==> config.mk <==
export PLATFORM = sky130hd
export DESIGN_NAME = divider_pipe_ctrl
export DESIGN_NICKNAME = d
export VERILOG_FILES = /design/src/rtl/divider_pipe_ctrl.sv
export SDC_FILE = /design/constraint.sdc
export NUM_CORES = 1
export LEC_CHECK = 0
export CAP_MARGIN = 20
export CORE_UTILIZATION = 40
export DETAILED_ROUTE_END_ITERATION = 16
export DONT_BUFFER_PORTS = 1
export HOLD_SLACK_MARGIN = 0.1
export RECOVER_POWER = 50
export SYNTH_ARGS = -nofsm -noshare
export SYNTH_HDL_FRONTEND = slang
export SYNTH_SLANG_ARGS = --single-unit
export TNS_END_PERCENT = 20
==> constraint.sdc <==
create_clock -name clk -period 6.65 [get_ports clk]
set_input_delay 0.9975 -clock clk [delete_from_list [all_inputs] [get_ports clk]]
set_output_delay 0.9975 -clock clk [all_outputs]
set_load 0.05 [all_outputs]
==> src/rtl/divider_pipe_ctrl.sv <==
// divider_pipe_ctrl: multi-cycle radix-2^STEPS restoring divider, signed/unsigned per op,
// with divide-by-zero and signed-overflow short cuts and valid/ready handshakes.
module divider_pipe_ctrl #(
  parameter int WIDTH = 32,
  parameter int STEPS = 1
) (
  input  logic             clk,
  input  logic             rst_n,
  input  logic             in_valid,
  output logic             in_ready,
  input  logic             in_signed,
  input  logic [WIDTH-1:0] in_dividend,
  input  logic [WIDTH-1:0] in_divisor,
  output logic             out_valid,
  input  logic             out_ready,
  output logic [WIDTH-1:0] out_quotient,
  output logic [WIDTH-1:0] out_remainder,
  output logic             out_div_by_zero,
  output logic             out_overflow
);
  localparam int ITERS = WIDTH / STEPS;
  localparam int CW = $clog2(ITERS + 1);
  typedef enum logic [1:0] {IDLE, CALC, FIX, DONE} state_t;
  state_t           state_q;
  logic [CW-1:0]    cnt_q;
  logic [WIDTH-1:0] quo_q, quo_d, dvs_q, dvd_mag, dvs_mag;
  logic [WIDTH:0]   rem_q, rem_d;
  logic             neg_q_q, neg_r_q, ovf;
  assign in_ready  = (state_q == IDLE);
  assign out_valid = (state_q == DONE);
  assign dvd_mag = (in_signed && in_dividend[WIDTH-1]) ? -in_dividend : in_dividend;
  assign dvs_mag = (in_signed && in_divisor[WIDTH-1]) ? -in_divisor : in_divisor;
  assign ovf = in_signed && (in_dividend == {1'b1, {(WIDTH-1){1'b0}}}) && (&in_divisor);
  // quo_q starts as the dividend magnitude; its MSBs feed the remainder as quotient bits enter at the LSB
  always_comb begin
    rem_d = rem_q;
    quo_d = quo_q;
    for (int i = 0; i < STEPS; i++) begin
      rem_d = {rem_d[WIDTH-1:0], quo_d[WIDTH-1]};
      quo_d = {quo_d[WIDTH-2:0], rem_d >= {1'b0, dvs_q}};
      rem_d = quo_d[0] ? rem_d - {1'b0, dvs_q} : rem_d;
    end
  end
  always_ff @(posedge clk) begin
    if (!rst_n) begin
      state_q         <= IDLE;
      cnt_q           <= '0;
      out_quotient    <= '0;
      out_remainder   <= '0;
      out_div_by_zero <= 1'b0;
      out_overflow    <= 1'b0;
    end else begin
      case (state_q)
        IDLE: if (in_valid) begin
          if (in_divisor == '0) begin
            state_q         <= DONE;
            out_quotient    <= '1;
            out_remainder   <= in_dividend;
            out_div_by_zero <= 1'b1;
            out_overflow    <= 1'b0;
          end else if (ovf) begin
            state_q         <= DONE;
            out_quotient    <= in_dividend;
            out_remainder   <= '0;
            out_div_by_zero <= 1'b0;
            out_overflow    <= 1'b1;
          end else begin
            state_q <= CALC;
            quo_q   <= dvd_mag;
            dvs_q   <= dvs_mag;
            rem_q   <= '0;
            cnt_q   <= '0;
            neg_q_q <= in_signed && (in_dividend[WIDTH-1] ^ in_divisor[WIDTH-1]);
            neg_r_q <= in_signed && in_dividend[WIDTH-1];
          end
        end
        CALC: begin
          rem_q   <= rem_d;
          quo_q   <= quo_d;
          cnt_q   <= cnt_q + 1'b1;
          state_q <= (cnt_q == CW'(ITERS - 1)) ? FIX : CALC;
        end
        FIX: begin
          state_q         <= DONE;
          out_quotient    <= neg_q_q ? -quo_q : quo_q;
          out_remainder   <= neg_r_q ? -rem_q[WIDTH-1:0] : rem_q[WIDTH-1:0];
          out_div_by_zero <= 1'b0;
          out_overflow    <= 1'b0;
        end
        DONE: state_q <= out_ready ? IDLE : DONE;
        default: state_q <= IDLE;
      endcase
    end
  end
endmodule
# Word level (Yosys, flattened, before mapping)
# Cells that the tools add are included.
# word_totals
regBits,172
input_bits,69
out_inout_bits,68
wordCells,83
# classes
addsub,6
n_lt_le_gt_ge,1
eq_ne,9
muxes,39
bitwise,3
n_reduce_logical,14
# op_table
cell,n
$mux W32,17
$pmux W32 S2,4
$neg A32 Y32,4
$ge A33 B32 Y1,1
$eq A32 B32 Y1 const B,1
$logic_not A32 Y1,1
$reduce_and A32 Y1,1
$sub A32 B32 Y32,1
$mux W6,3
$pmux W6 S2,1
$mux W2,5
$reduce_and A5 Y1,2
$pmux W2 S4,1
$add A6 B1 Y6 const B,1
$eq A6 B5 Y1 const B,1
$mux W1,6
$ne A2 B2 Y1 const B,3
$logic_and A1 B1 Y1,5
$eq A2 B2 Y1 const B,2
$pmux W1 S2,2
$reduce_and A4 Y1,1
$reduce_bool A2 Y1,2
$ne A3 B1 Y1 const B,1
$reduce_and A3 Y1,1
other kinds (4),5

# Longest topological paths before layout
# depth
depth_word,7
mapped_depth,12
depth_no_buf,11

# Worst setup path before layout
# OpenSTA, ideal clock, no wires.
# synth_path
kind,in2reg
startpoint,in in_divisor[0]
endpoint,"reg quo_q[0], enable pin"
setup_time_ns,0.429
arrival_ns,3.952
required_ns,6.221
slack_ns,2.270
path_stages,9
cell_sequence,inv_1 ha_1 or3b_2 nor4_4 nand3_2 nor4_2 or2_2 o21ai_0 and2_1
# synth_between
elab_chain_len,4
# synth_rtl
element,line_no,source
from (decl),13,"input logic [WIDTH-1:0] in_divisor,"
$reduce_and A32 Y1,33,"assign ovf = in_signed && (in_dividend == {1'b1, {(WIDTH-1){1'b0}}}) && (&in_divisor);"
$logic_and A1 B1 Y1,33,
$ne A2 B2 Y1 (no source line),--,
$reduce_and A5 Y1 (no source line) (*),--,
to (signal assigned),69,quo_q <= dvd_mag;
to (signal assigned),79,quo_q <= quo_d;
to (decl),26,"logic [WIDTH-1:0] quo_q, quo_d, dvs_q, dvd_mag, dvs_mag;"
# Every way passes the cells marked *; elsewhere a longest branch is shown, timed or not.
# A chain may end at the register's enable or synchronous reset.

# Worst setup path after layout
# layout_path
startpoint,in in_divisor[1]
endpoint,"reg rem_q[28], enable pin"
# layout_between
elab_chain_len,4
# layout_rtl
element,line_no,source
$reduce_and A32 Y1,33,
$logic_and A1 B1 Y1,33,
$ne A2 B2 Y1 (no source line),--,
$reduce_and A5 Y1 (no source line) (*),--,
to (signal assigned),78,rem_q <= rem_d;
to (decl),27,"logic [WIDTH:0] rem_q, rem_d;"
# Marked as above.

==> flow_summary.toml <==
[detailed_routing]
ant_nets = 0
wl_per_cell_um = 18.3
first_iter_violations = 833
dr.pass1.iters = 5
wl_mm = 30.6
drcViolationCount = 0
vias = 9533
via_per_inst = 5.70

[outcome]
status = "finished with violations"
violations = "max-capacitance violations, max-slew violations"

[cts]
clkTransAtPathRegs_ns = 0.07
cts_buffer_depth = 2
root_buffer = "clkbuf_16"
postCtsResizedCells = 0
cts_buffers = 17
htree_levels = 4
cts_hold_buf = 0
cts_tree = "done"
post_cts.repair.setup_buffers = 0
numClockSinks = 172
clock_latency_ns = 0.43

[floorplan]
initial_utilization = 0.408
die_area_um2 = 29100
io_pins = 137
coreArea_um2 = 27900
die_w_um = 171
die_height_um = 171
placementRows = 61

[setup_path]
crit_arrival_ns = 5.06
r2r-end = "quo_q[19]$_DFFE_PP_"
max_stage_delay_ns = 0.81
worstReg2RegStart = "state_q[0]$_SDFFE_PN0P_"
critPathSlowestCell = "nor4_1"
worstSetupPathType = "input port to register"
worst_setup_path_start_kind = "input port"
worstPathCellList = "inv_1 > ha_1 > or3b_2 > nor4_1 > nand3_2 > nor4_1 > clkbuf_1 > or2_2 > o21ai_0 > and2_2 > buf_4"
crit_start = "in_divisor[1]"
worst_setup_path_end_kind = "register"
worstPathRequired_ns = 6.79
r2r_cells = 4
r2r_slack_ns = 2.48
cp_common_cell = "nor4_1"
worstSetupEndpoint = "rem_q[28]$_SDFFCE_PN0P_"
crit_fanout = 33

[yosys]
synth_top_family_by_area = "compound AO/OA/AOI/OAI gates"
yosys.area_share.simple = 0.201
synth_xor_area_frac = 0.105
synthAdderAreaFrac = 0.0436
syn_nets = 1427
synth_mux_area_frac = 0.000991
synth.cell_area_um2 = 11400
synth_ff_type = "edfxtp_1"
synth_compound_area_frac = 0.216
ys_async_sr_fraction = 0
synth-seq-cells = 172
avgSynthCellArea_um2 = 8.61
ys_warn_count = 0
synth_cells = 1319
yosysUniqueCellTypes = 71
ys_seq_area_frac = 0.389
synth_edf_count = 98

[finish]
fillers = 2753
drive_gt1_frac = 0.0579
fin_nets = 1390
multi_input_area_um2 = 6430
regArea_um2 = 4420
diodes = 0
area_growth_pct = 7.79

[hold_path]
hold_start = "cnt_q[5]$_SDFFE_PN0P_"
holdCritPathClass = "register to register"

[flow_run]
drv_cap = 2

[grt]
antenna_found_initial = 0
grt_first_pass_wirelength_mm = 48.3
first_global_vias = 8777
overflow = 0
track_usage = 0.213
grt_max_degree = 65

[power]
irDropWorstVdd_mv = 0.178
finalPower_mw = 2.74
p_per_area_nw_per_um2 = 223
p_leak_nw = 4.27

[sta]
whs_ns = 0.476
tightest_slew_ns = 2.33
hold_violations = 0
final.setup_skew_ns = 0.0107
post-route-min-period_ns = 4.91
drv_slew = 100
tns_ns = 0
slew_headroom = -0.553
period_share = 0.739
fmax_ghz = 0.204
setup_viol = 0
rsz0062_at_grt = "false"

[placement]
post-dp-hpwl_mm = 23.0
gp_congestion = 0.885
portBuffers = 0
[cell type report]
type                       count  share of cell area
multi-input combinational   1020               0.525
inverter                      58              0.0178
tap                          378              0.0386
clock inverter                14              0.0121
clock buffer                  18              0.0359
timing repair buffer          13             0.00909
sequential                   172               0.361
[synth_stat cells (all sizes together) (3+ instances only)]
cell,n,share of area
xor2,59,0.045
a21boi,4,0.0026
or4,15,0.010
a21oi,90,0.041
clkbuf,52,0.017
o211ai,10,0.0066
o21a,8,0.0053
o41ai,12,0.0099
dfxtp,74,0.13
and3,8,0.0044
a31oi,10,0.0055
and2,6,0.0033
a211oi,14,0.0093
nand3,43,0.019
nand2b,8,0.0044
o221ai,16,0.012
o31a,6,0.0046
o31ai,24,0.017
inv,57,0.019
a311oi,10,0.0077
a2111o,3,0.0030
nor3,51,0.023
nor4,18,0.012
a31o,3,0.0023
xnor2,77,0.059
or2,9,0.0050
nand2,163,0.054
or3,25,0.015
nand4,20,0.011
ha,38,0.042
edfxtp,98,0.26
buf,17,0.0077
a21o,24,0.016
nor2,96,0.032
a221oi,22,0.017
o21ai,103,0.045
[registers in the layout, indices dropped and copies added (netlist names)]
| signal | count |
|---|---|
| out_remainder | 32 |
| rem_q | 32 |
| state_q | 2 |
| out_div_by_zero | 1 |
| neg_q_q | 1 |
| out_overflow | 1 |
| cnt_q | 6 |
| out_quotient | 32 |
| neg_r_q | 1 |
| quo_q | 32 |
| dvs_q | 32 |
[through the flow]
step / utilization / worst slack [ns] / instances / area [um2]
after CTS: 0.440 / 2.56 / 1672 / 12300
final: 0.440 / 1.74 / 1673 / 12200
after detailed placement: 0.419 / 2.12 / 1640 / 11700
after global routing: 0.440 / 1.29 / 1673 / 12200
after floorplan: - / 2.27 / 1319 / 11400
after global placement: 0.419 / 2.07 / 1639 / 11700
[how the worst min path moves through the flow]
stage	endpoint	slack, ns	cells after the start
floorplan	cnt_q[5]$_SDFFE_PN0P_	0.42	1
detailed placement	cnt_q[5]$_SDFFE_PN0P_	0.46	1
finish	cnt_q[5]$_SDFFE_PN0P_	0.48	1
CTS	cnt_q[5]$_SDFFE_PN0P_	0.47	1
global route	cnt_q[5]$_SDFFE_PN0P_	0.50	1
global placement	cnt_q[5]$_SDFFE_PN0P_	0.45	1
[critical path: cells and delay by family]
family                   cells  cell delay [ns]
AND/OR/NAND/NOR              6             2.60
adder cells (fa/ha/maj)      1             0.15
AO/OA/AOI/OAI                1             0.24
buffers and inverters        3             1.05
[kinds of logic after synthesis]
| logic type | after synthesis |
|---|---|
| simple gates | 472 |
| compound gates | 372 |
| flops | 172 |
| xor+xnor | 136 |
| buf+inv | 127 |
| fa+ha+maj | 39 |
| mux | 1 |
[power by group]
part           leakage (nW)  switching, mW  total [mW]  internal (mW)
clock                 0.283          0.469        1.01          0.543
sequential             1.53         0.0640        1.25           1.19
combinational          2.46          0.281       0.470          0.189
[layer usage]
metal  part of all wire  vias to the layer above  GRT usage  wire length (um)
met2               0.43                      368      0.327             13300
met3              0.080                       36     0.0456              2450
met1               0.47                     4345      0.297             14400
met4              0.018                        0     0.0635               550
met5                  0                        -          0                 0
li1                   -                     4784          -                 -
[cells in the final DEF (no fill, tap or decap), types with 11 or more instances in the layout]
cell,n
edfxtp_1,98
ha_1,38
nor3_1,50
nand4_1,20
nand2_1,163
o21ai_0,93
o41ai_1,11
a221oi_1,22
inv_1,56
nand3_1,42
nor2_1,95
xor2_1,59
a21oi_1,88
o31ai_1,21
xnor2_1,77
or3_1,22
clkbuf_16,17
nor4_1,17
a21o_1,23
dfxtp_1,74
o221ai_1,16
or4_1,14
a211oi_1,14
Power figures use the tool's default switching activity.
